## src/rtl/ps2_key_tracker.sv

```systemverilog
// PS/2 set-2 scancode tracker: prefix parser, held-key vector and press/release event FIFO.
// Latency: final byte sampled at edge N, keys/FIFO update at edge N+1.
// Backpressure: ready/valid event FIFO; when full and not popped, new events are dropped and overflow sticks.
// Optional: define KBD_PREFIX_TIMEOUT_EN to abandon partial prefixes after TIMEOUT_CYCLES idle cycles.
module ps2_key_tracker #(
    parameter int                       NUM_KEYS       = 4,
    parameter logic [9*NUM_KEYS-1:0]    KEY_MAP        = {9'h16B, 9'h174, 9'h172, 9'h175},
    parameter int                       FIFO_DEPTH     = 4,
    parameter int                       TIMEOUT_CYCLES = 2500000,
    localparam int                      KEY_W          = (NUM_KEYS > 1) ? $clog2(NUM_KEYS) : 1
) (
    input  logic                clk_50,
    input  logic                reset,
    input  logic                code_valid,
    input  logic [7:0]          code_byte,
    output logic [NUM_KEYS-1:0] keys,
    output logic                ev_valid,
    input  logic                ev_ready,
    output logic [KEY_W-1:0]    ev_key,
    output logic                ev_make,
    output logic                overflow
);

    localparam int PTR_W = (FIFO_DEPTH > 1) ? $clog2(FIFO_DEPTH) : 1;
    localparam int CNT_W = PTR_W + 1;

    typedef enum logic [2:0] {
        ST_IDLE,
        ST_EXT,
        ST_BRK,
        ST_EXT_BRK,
        ST_SKIP
    } state_t;

    // Prefix parser state
    state_t         state_q, state_d;
    logic [2:0]     skip_q, skip_d;

    // Resolved code waiting to be applied to the key vector (one-cycle stage)
    logic           req_vld_q, req_vld_d;
    logic           req_ext_q, req_ext_d;
    logic           req_make_q, req_make_d;
    logic [7:0]     req_code_q, req_code_d;

    // Key vector and event FIFO
    logic [NUM_KEYS-1:0] keys_q, keys_d;
    logic [KEY_W:0]      mem_q [FIFO_DEPTH];
    logic [PTR_W-1:0]    wr_q, wr_d, rd_q, rd_d;
    logic [CNT_W-1:0]    cnt_q, cnt_d;
    logic                ovf_q, ovf_d;

    logic                hit;
    logic [KEY_W-1:0]    hit_idx;
    logic                push, push_ok, pop, full;

`ifdef KBD_PREFIX_TIMEOUT_EN
    localparam int TMO_W = $clog2(TIMEOUT_CYCLES + 1);
    logic [TMO_W-1:0] tmo_q, tmo_d;
`else
    // TIMEOUT_CYCLES has no effect in this build: the parser waits indefinitely.
    if (TIMEOUT_CYCLES < 0) begin : g_tmo_unused
    end
`endif

    // Prefix FSM: advances on received bytes, emits one resolve request per complete code
    always_comb begin
        state_d    = state_q;
        skip_d     = skip_q;
        req_vld_d  = 1'b0;
        req_ext_d  = 1'b0;
        req_make_d = 1'b0;
        req_code_d = code_byte;
`ifdef KBD_PREFIX_TIMEOUT_EN
        tmo_d      = '0;
`endif
        if (code_valid) begin
            case (state_q)
                ST_IDLE: begin
                    if (code_byte == 8'hE0) begin
                        state_d = ST_EXT;
                    end else if (code_byte == 8'hF0) begin
                        state_d = ST_BRK;
                    end else if (code_byte == 8'hE1) begin
                        state_d = ST_SKIP;
                        skip_d  = 3'd7;
                    end else begin
                        req_vld_d  = 1'b1;
                        req_make_d = 1'b1;
                    end
                end
                ST_EXT: begin
                    if (code_byte == 8'hF0) begin
                        state_d = ST_EXT_BRK;
                    end else if (code_byte != 8'hE0) begin
                        req_vld_d  = 1'b1;
                        req_ext_d  = 1'b1;
                        req_make_d = 1'b1;
                        state_d    = ST_IDLE;
                    end
                end
                ST_BRK: begin
                    req_vld_d = 1'b1;
                    state_d   = ST_IDLE;
                end
                ST_EXT_BRK: begin
                    req_vld_d = 1'b1;
                    req_ext_d = 1'b1;
                    state_d   = ST_IDLE;
                end
                ST_SKIP: begin
                    // Pause is E1 plus seven bytes; the seventh returns to IDLE
                    skip_d = skip_q - 3'd1;
                    if (skip_q == 3'd1) begin
                        state_d = ST_IDLE;
                    end
                end
                default: state_d = ST_IDLE;
            endcase
`ifdef KBD_PREFIX_TIMEOUT_EN
        end else if (state_q != ST_IDLE) begin
            tmo_d = tmo_q + 1'b1;
            if (tmo_q == TMO_W'(TIMEOUT_CYCLES - 1)) begin
                tmo_d   = '0;
                state_d = ST_IDLE;
            end
`endif
        end
    end

    // Key lookup (lowest matching index wins) and held-state / event decision
    always_comb begin
        hit     = 1'b0;
        hit_idx = '0;
        keys_d  = keys_q;
        push    = 1'b0;
        for (int i = NUM_KEYS - 1; i >= 0; i--) begin
            if (KEY_MAP[9*i +: 9] == {req_ext_q, req_code_q}) begin
                hit     = 1'b1;
                hit_idx = KEY_W'(i);
            end
        end
        if (req_vld_q && hit) begin
            if (req_make_q && !keys_q[hit_idx]) begin
                keys_d[hit_idx] = 1'b1;
                push            = 1'b1;
            end else if (!req_make_q && keys_q[hit_idx]) begin
                keys_d[hit_idx] = 1'b0;
                push            = 1'b1;
            end
        end
    end

    // Event FIFO pointers, occupancy and sticky overflow
    always_comb begin
        full    = (cnt_q == CNT_W'(FIFO_DEPTH));
        pop     = (cnt_q != '0) && ev_ready;
        push_ok = push && (!full || pop);
        wr_d    = push_ok ? wr_q + 1'b1 : wr_q;
        rd_d    = pop ? rd_q + 1'b1 : rd_q;
        cnt_d   = cnt_q;
        if (push_ok && !pop) begin
            cnt_d = cnt_q + 1'b1;
        end else if (pop && !push_ok) begin
            cnt_d = cnt_q - 1'b1;
        end
        ovf_d   = ovf_q | (push && full && !pop);
    end

    // State registers
    always_ff @(posedge clk_50) begin
        if (reset) begin
            state_q    <= ST_IDLE;
            skip_q     <= '0;
            req_vld_q  <= 1'b0;
            req_ext_q  <= 1'b0;
            req_make_q <= 1'b0;
            req_code_q <= '0;
            keys_q     <= '0;
            wr_q       <= '0;
            rd_q       <= '0;
            cnt_q      <= '0;
            ovf_q      <= 1'b0;
`ifdef KBD_PREFIX_TIMEOUT_EN
            tmo_q      <= '0;
`endif
        end else begin
            state_q    <= state_d;
            skip_q     <= skip_d;
            req_vld_q  <= req_vld_d;
            req_ext_q  <= req_ext_d;
            req_make_q <= req_make_d;
            req_code_q <= req_code_d;
            keys_q     <= keys_d;
            wr_q       <= wr_d;
            rd_q       <= rd_d;
            cnt_q      <= cnt_d;
            ovf_q      <= ovf_d;
`ifdef KBD_PREFIX_TIMEOUT_EN
            tmo_q      <= tmo_d;
`endif
        end
    end

    // FIFO storage; contents are only visible while occupancy is non-zero
    always_ff @(posedge clk_50) begin
        if (push_ok) begin
            mem_q[wr_q] <= {hit_idx, req_make_q};
        end
    end

    assign keys     = keys_q;
    assign ev_valid = (cnt_q != '0);
    assign ev_key   = ev_valid ? mem_q[rd_q][KEY_W:1] : '0;
    assign ev_make  = ev_valid ? mem_q[rd_q][0] : 1'b0;
    assign overflow = ovf_q;

endmodule
```

## config.mk

```make
export PLATFORM = sky130hd
export DESIGN_NAME = ps2_key_tracker
export DESIGN_NICKNAME = d
export VERILOG_FILES = /design/src/rtl/ps2_key_tracker.sv
export SDC_FILE = /design/constraint.sdc
export NUM_CORES = 1
export LEC_CHECK = 0
export ABC_AREA = 1
export CAP_MARGIN = 5
export CORE_MARGIN = 4
export CORE_UTILIZATION = 53
export DETAILED_ROUTE_END_ITERATION = 12
export PLACE_DENSITY_LB_ADDON = 0.2
export SYNTH_ARGS = -nofsm -noshare
export SYNTH_HDL_FRONTEND = slang
export SYNTH_SLANG_ARGS = --single-unit
```

## constraint.sdc

```tcl
create_clock -name clk_50 -period 8.2 [get_ports clk_50]
set_clock_uncertainty 0.2 [all_clocks]
set_input_delay 0.82 -clock clk_50 [delete_from_list [all_inputs] [get_ports clk_50]]
set_output_delay 0.82 -clock clk_50 [all_outputs]
set_load 0.03 [all_outputs]
```

==> flow_summary.ini <==
[outcome]
status = complete, no violations

[pwr]
vdd_drop_max_mv = 0.1220
cellPowerDensity_mw_per_mm2 = 235.3
p_leak_nw = 1.073

[layout]
nets = 322
drive_above_1_share_pct = 7.616
utilization_pct = 66.03
final_cell_mix = nor2_1 (57), inv_1 (56), nand2_1 (35)
n_fill_cell = 337
final_common_cell = nor2_1
antenna_cells = 0
area_growth_pct = 16.99

[critical_path]
start_kind = flop
cp_common_cell = nor2_1
crit_chain = inv_1 > nor3_2 > nand3_1 > nand2_1 > nor2_1 > a21oi_1 > o21ai_0 > ha_1 > nor2_1 > nand3_4 > inv_1 > ha_1 > inv_1 > fa_1 > nor2_1 > nor2_1 > nand2_1 > o21ai_0 > a21oi_1
crit_arrival_ns = 3.40
critPathRequiredTime_ns = 8.22
worstSetupPathType = flop to flop
end_kind = flop
slowest_delay_ns = 0.38
crit_buf_inv = 3
crit_family = simple AND/OR/NAND/NOR gates
crit_fanout = 8
slowest_stage = nor2_1

[detailed_routing]
num_vias = 1645
wire_per_inst_um = 10.28
remaining_drc_errors = 0
ant_nets = 0
drt_wl_total_um = 3599
vias_per_cell = 4.700
drt_pass1_iterations = 4
drt-initial-drc-count = 59

[synth]
ys_warn_count = 0
ys_seq_area_share_pct = 46.09
synthDistinctLibCells = 28
synth-seq-cells = 43
synthCells = 276
synth.avg_cell_area_um2 = 7.711
synth.cell_area_mm2 = 0.002128
postSynthNetCount = 297

[clock_network]
htree_levels = 2
post_cts_resized = 0
cts_tree = built
hold_buffers = 0
cts.sinks = 43
cts_buffers = 5
clock_latency_ns = 0.29
postCtsSetupRepairBufs = 0
cts.root.buffer_cell = clkbuf_8
clockBufferDepth = 2
clk_pin_slew_ns = 0.08

[global_route]
grtUsageTotal_pct = 15.46
antenna_found_initial = 0
grt_max_degree = 18
grt_pass1_wl_um = 6279
grt_pass1_vias = 1483
grt.overflow.total = 0

[timing]
final.setup.tns_ns = 0
tightest_slew_ns = 0.5672
final_max_slew_viol_count = 0
whs_ns = 0.2543
post-route-period-util_pct = 41.18
rsz0062_at_grt = no
slew_headroom_pct = 62.15
hold_viol = 0
timing.final.ws_setup_ns = 4.823
period_needed_ns = 3.377
setup_violations = 0
fmax_ghz = 0.2961

[die]
core_area_mm2 = 0.003771
die_area_mm2 = 0.005094
die_x_um = 71.37
start_util_pct = 56.44
io_pins = 21
row_count = 22
die_y_um = 71.37

[placement]
finalWeightedCongestion = 0.8535
dp_hpwl_um = 2808
port_buffers = 20
dpl_worst_slack_ns = 4.850

[min_path]
hold_class = flop to flop

[job]
cap_viol_max_count = 0
## per-layer routing
layer	track usage (%)	part of all wire [%]	vias up
li1	-	-	910
met5	0	0	-
met3	4.348	4.0	5
met1	18.48	48	705
met2	26.63	47	25
met4	5.219	1.1	0
## cells by family (layout without fill, tap and decap cells)
kind of cell             after synthesis  count (layout)  synth area share [%]
XOR/XNOR                               1               1                0.4116
adder cells (fa/ha/maj)                9               9                 5.644
flip-flops                            43              43                 46.09
AND/OR/NAND/NOR                      128             128                 28.57
buffers and inverters                 59              85                 10.58
AO/OA/AOI/OAI                         36              36                 8.701
## Yosys cell counts
library cell   n  area share (%)
nor2_1        57              10
inv_1         56             9.9
nand2_1       35             6.2
dfxtp_1       31              29
a21oi_1       17             4.0
o21ai_0       16             3.8
nand3_1       15             3.5
edfxtp_1      12              17
ha_1           8             4.7
nand3b_1       3             1.1
nor3_1         3            0.71
nand2_2        2            0.59
nand2_4        2             1.1
nand3_4        2             1.6
nor2_2         2            0.59
nor2_4         2             1.1
nor3_2         2            0.94
a31oi_1        1            0.29
and2_4         1            0.41
buf_4          1            0.35
clkbuf_1       1            0.18
fa_1           1            0.94
inv_2          1            0.18
nand3_2        1            0.47
nand4_1        1            0.29
o22ai_1        1            0.29
o31ai_1        1            0.35
xor2_1         1            0.41
## area by class of cell
class | count | area, um2 | share of cell area, %
repair buffers | 20 | 200.2 | 8.040
multi-input cells | 174 | 922.1 | 37.04
well taps | 48 | 60.06 | 2.412
clock inverters | 3 | 43.79 | 1.759
clock buffers | 5 | 68.82 | 2.764
inverters | 57 | 214.0 | 8.593
flip-flops and latches | 43 | 980.9 | 39.40
## worst reg2reg max path, cell delays in order (launching register included)
cell     delay (ns)
dfxtp_1        0.35
inv_1          0.09
nor3_2         0.16
nand3_1        0.12
nand2_1        0.16
nor2_1         0.07
a21oi_1        0.12
o21ai_0        0.09
ha_1           0.29
nor2_1         0.38
nand3_4        0.17
inv_1          0.09
ha_1           0.14
inv_1          0.06
fa_1           0.38
nor2_1         0.11
nor2_1         0.04
nand2_1        0.07
o21ai_0        0.07
a21oi_1        0.13
## per-stage QoR
stage               area (um2)  cells   power, W
global route              2490    350  0.0006257
floorplan                 2128    276  0.0003798
detailed placement        2377    342  0.0004307
finish                    2490    350  0.0005859
CTS                       2490    350  0.0005913
global placement          2377    342  0.0004281
## worst paths after layout
kind,endpoint,slack [ns],cells after the start,start
setup / recovery,cnt_q[2]$_SDFFE_PP0P_,4.82,19,req_code_q[1]$_SDFF_PP0_
hold reg to reg,overflow$_SDFF_PP0_,0.25,2,overflow$_SDFF_PP0_
hold / removal,overflow$_SDFF_PP0_,0.25,2,overflow$_SDFF_PP0_
setup reg to reg,cnt_q[2]$_SDFFE_PP0P_,4.82,19,req_code_q[1]$_SDFF_PP0_
## where the power goes
| part | internal [W] | switching (W) |
|---|---|---|
| Combinational | 0.0000635 | 0.000103 |
| Sequential | 0.000240 | 0.0000184 |
| Clock | 0.0000906 | 0.0000704 |
| Total | 0.000394 | 0.000192 |
Power figures use the tool's default switching activity.
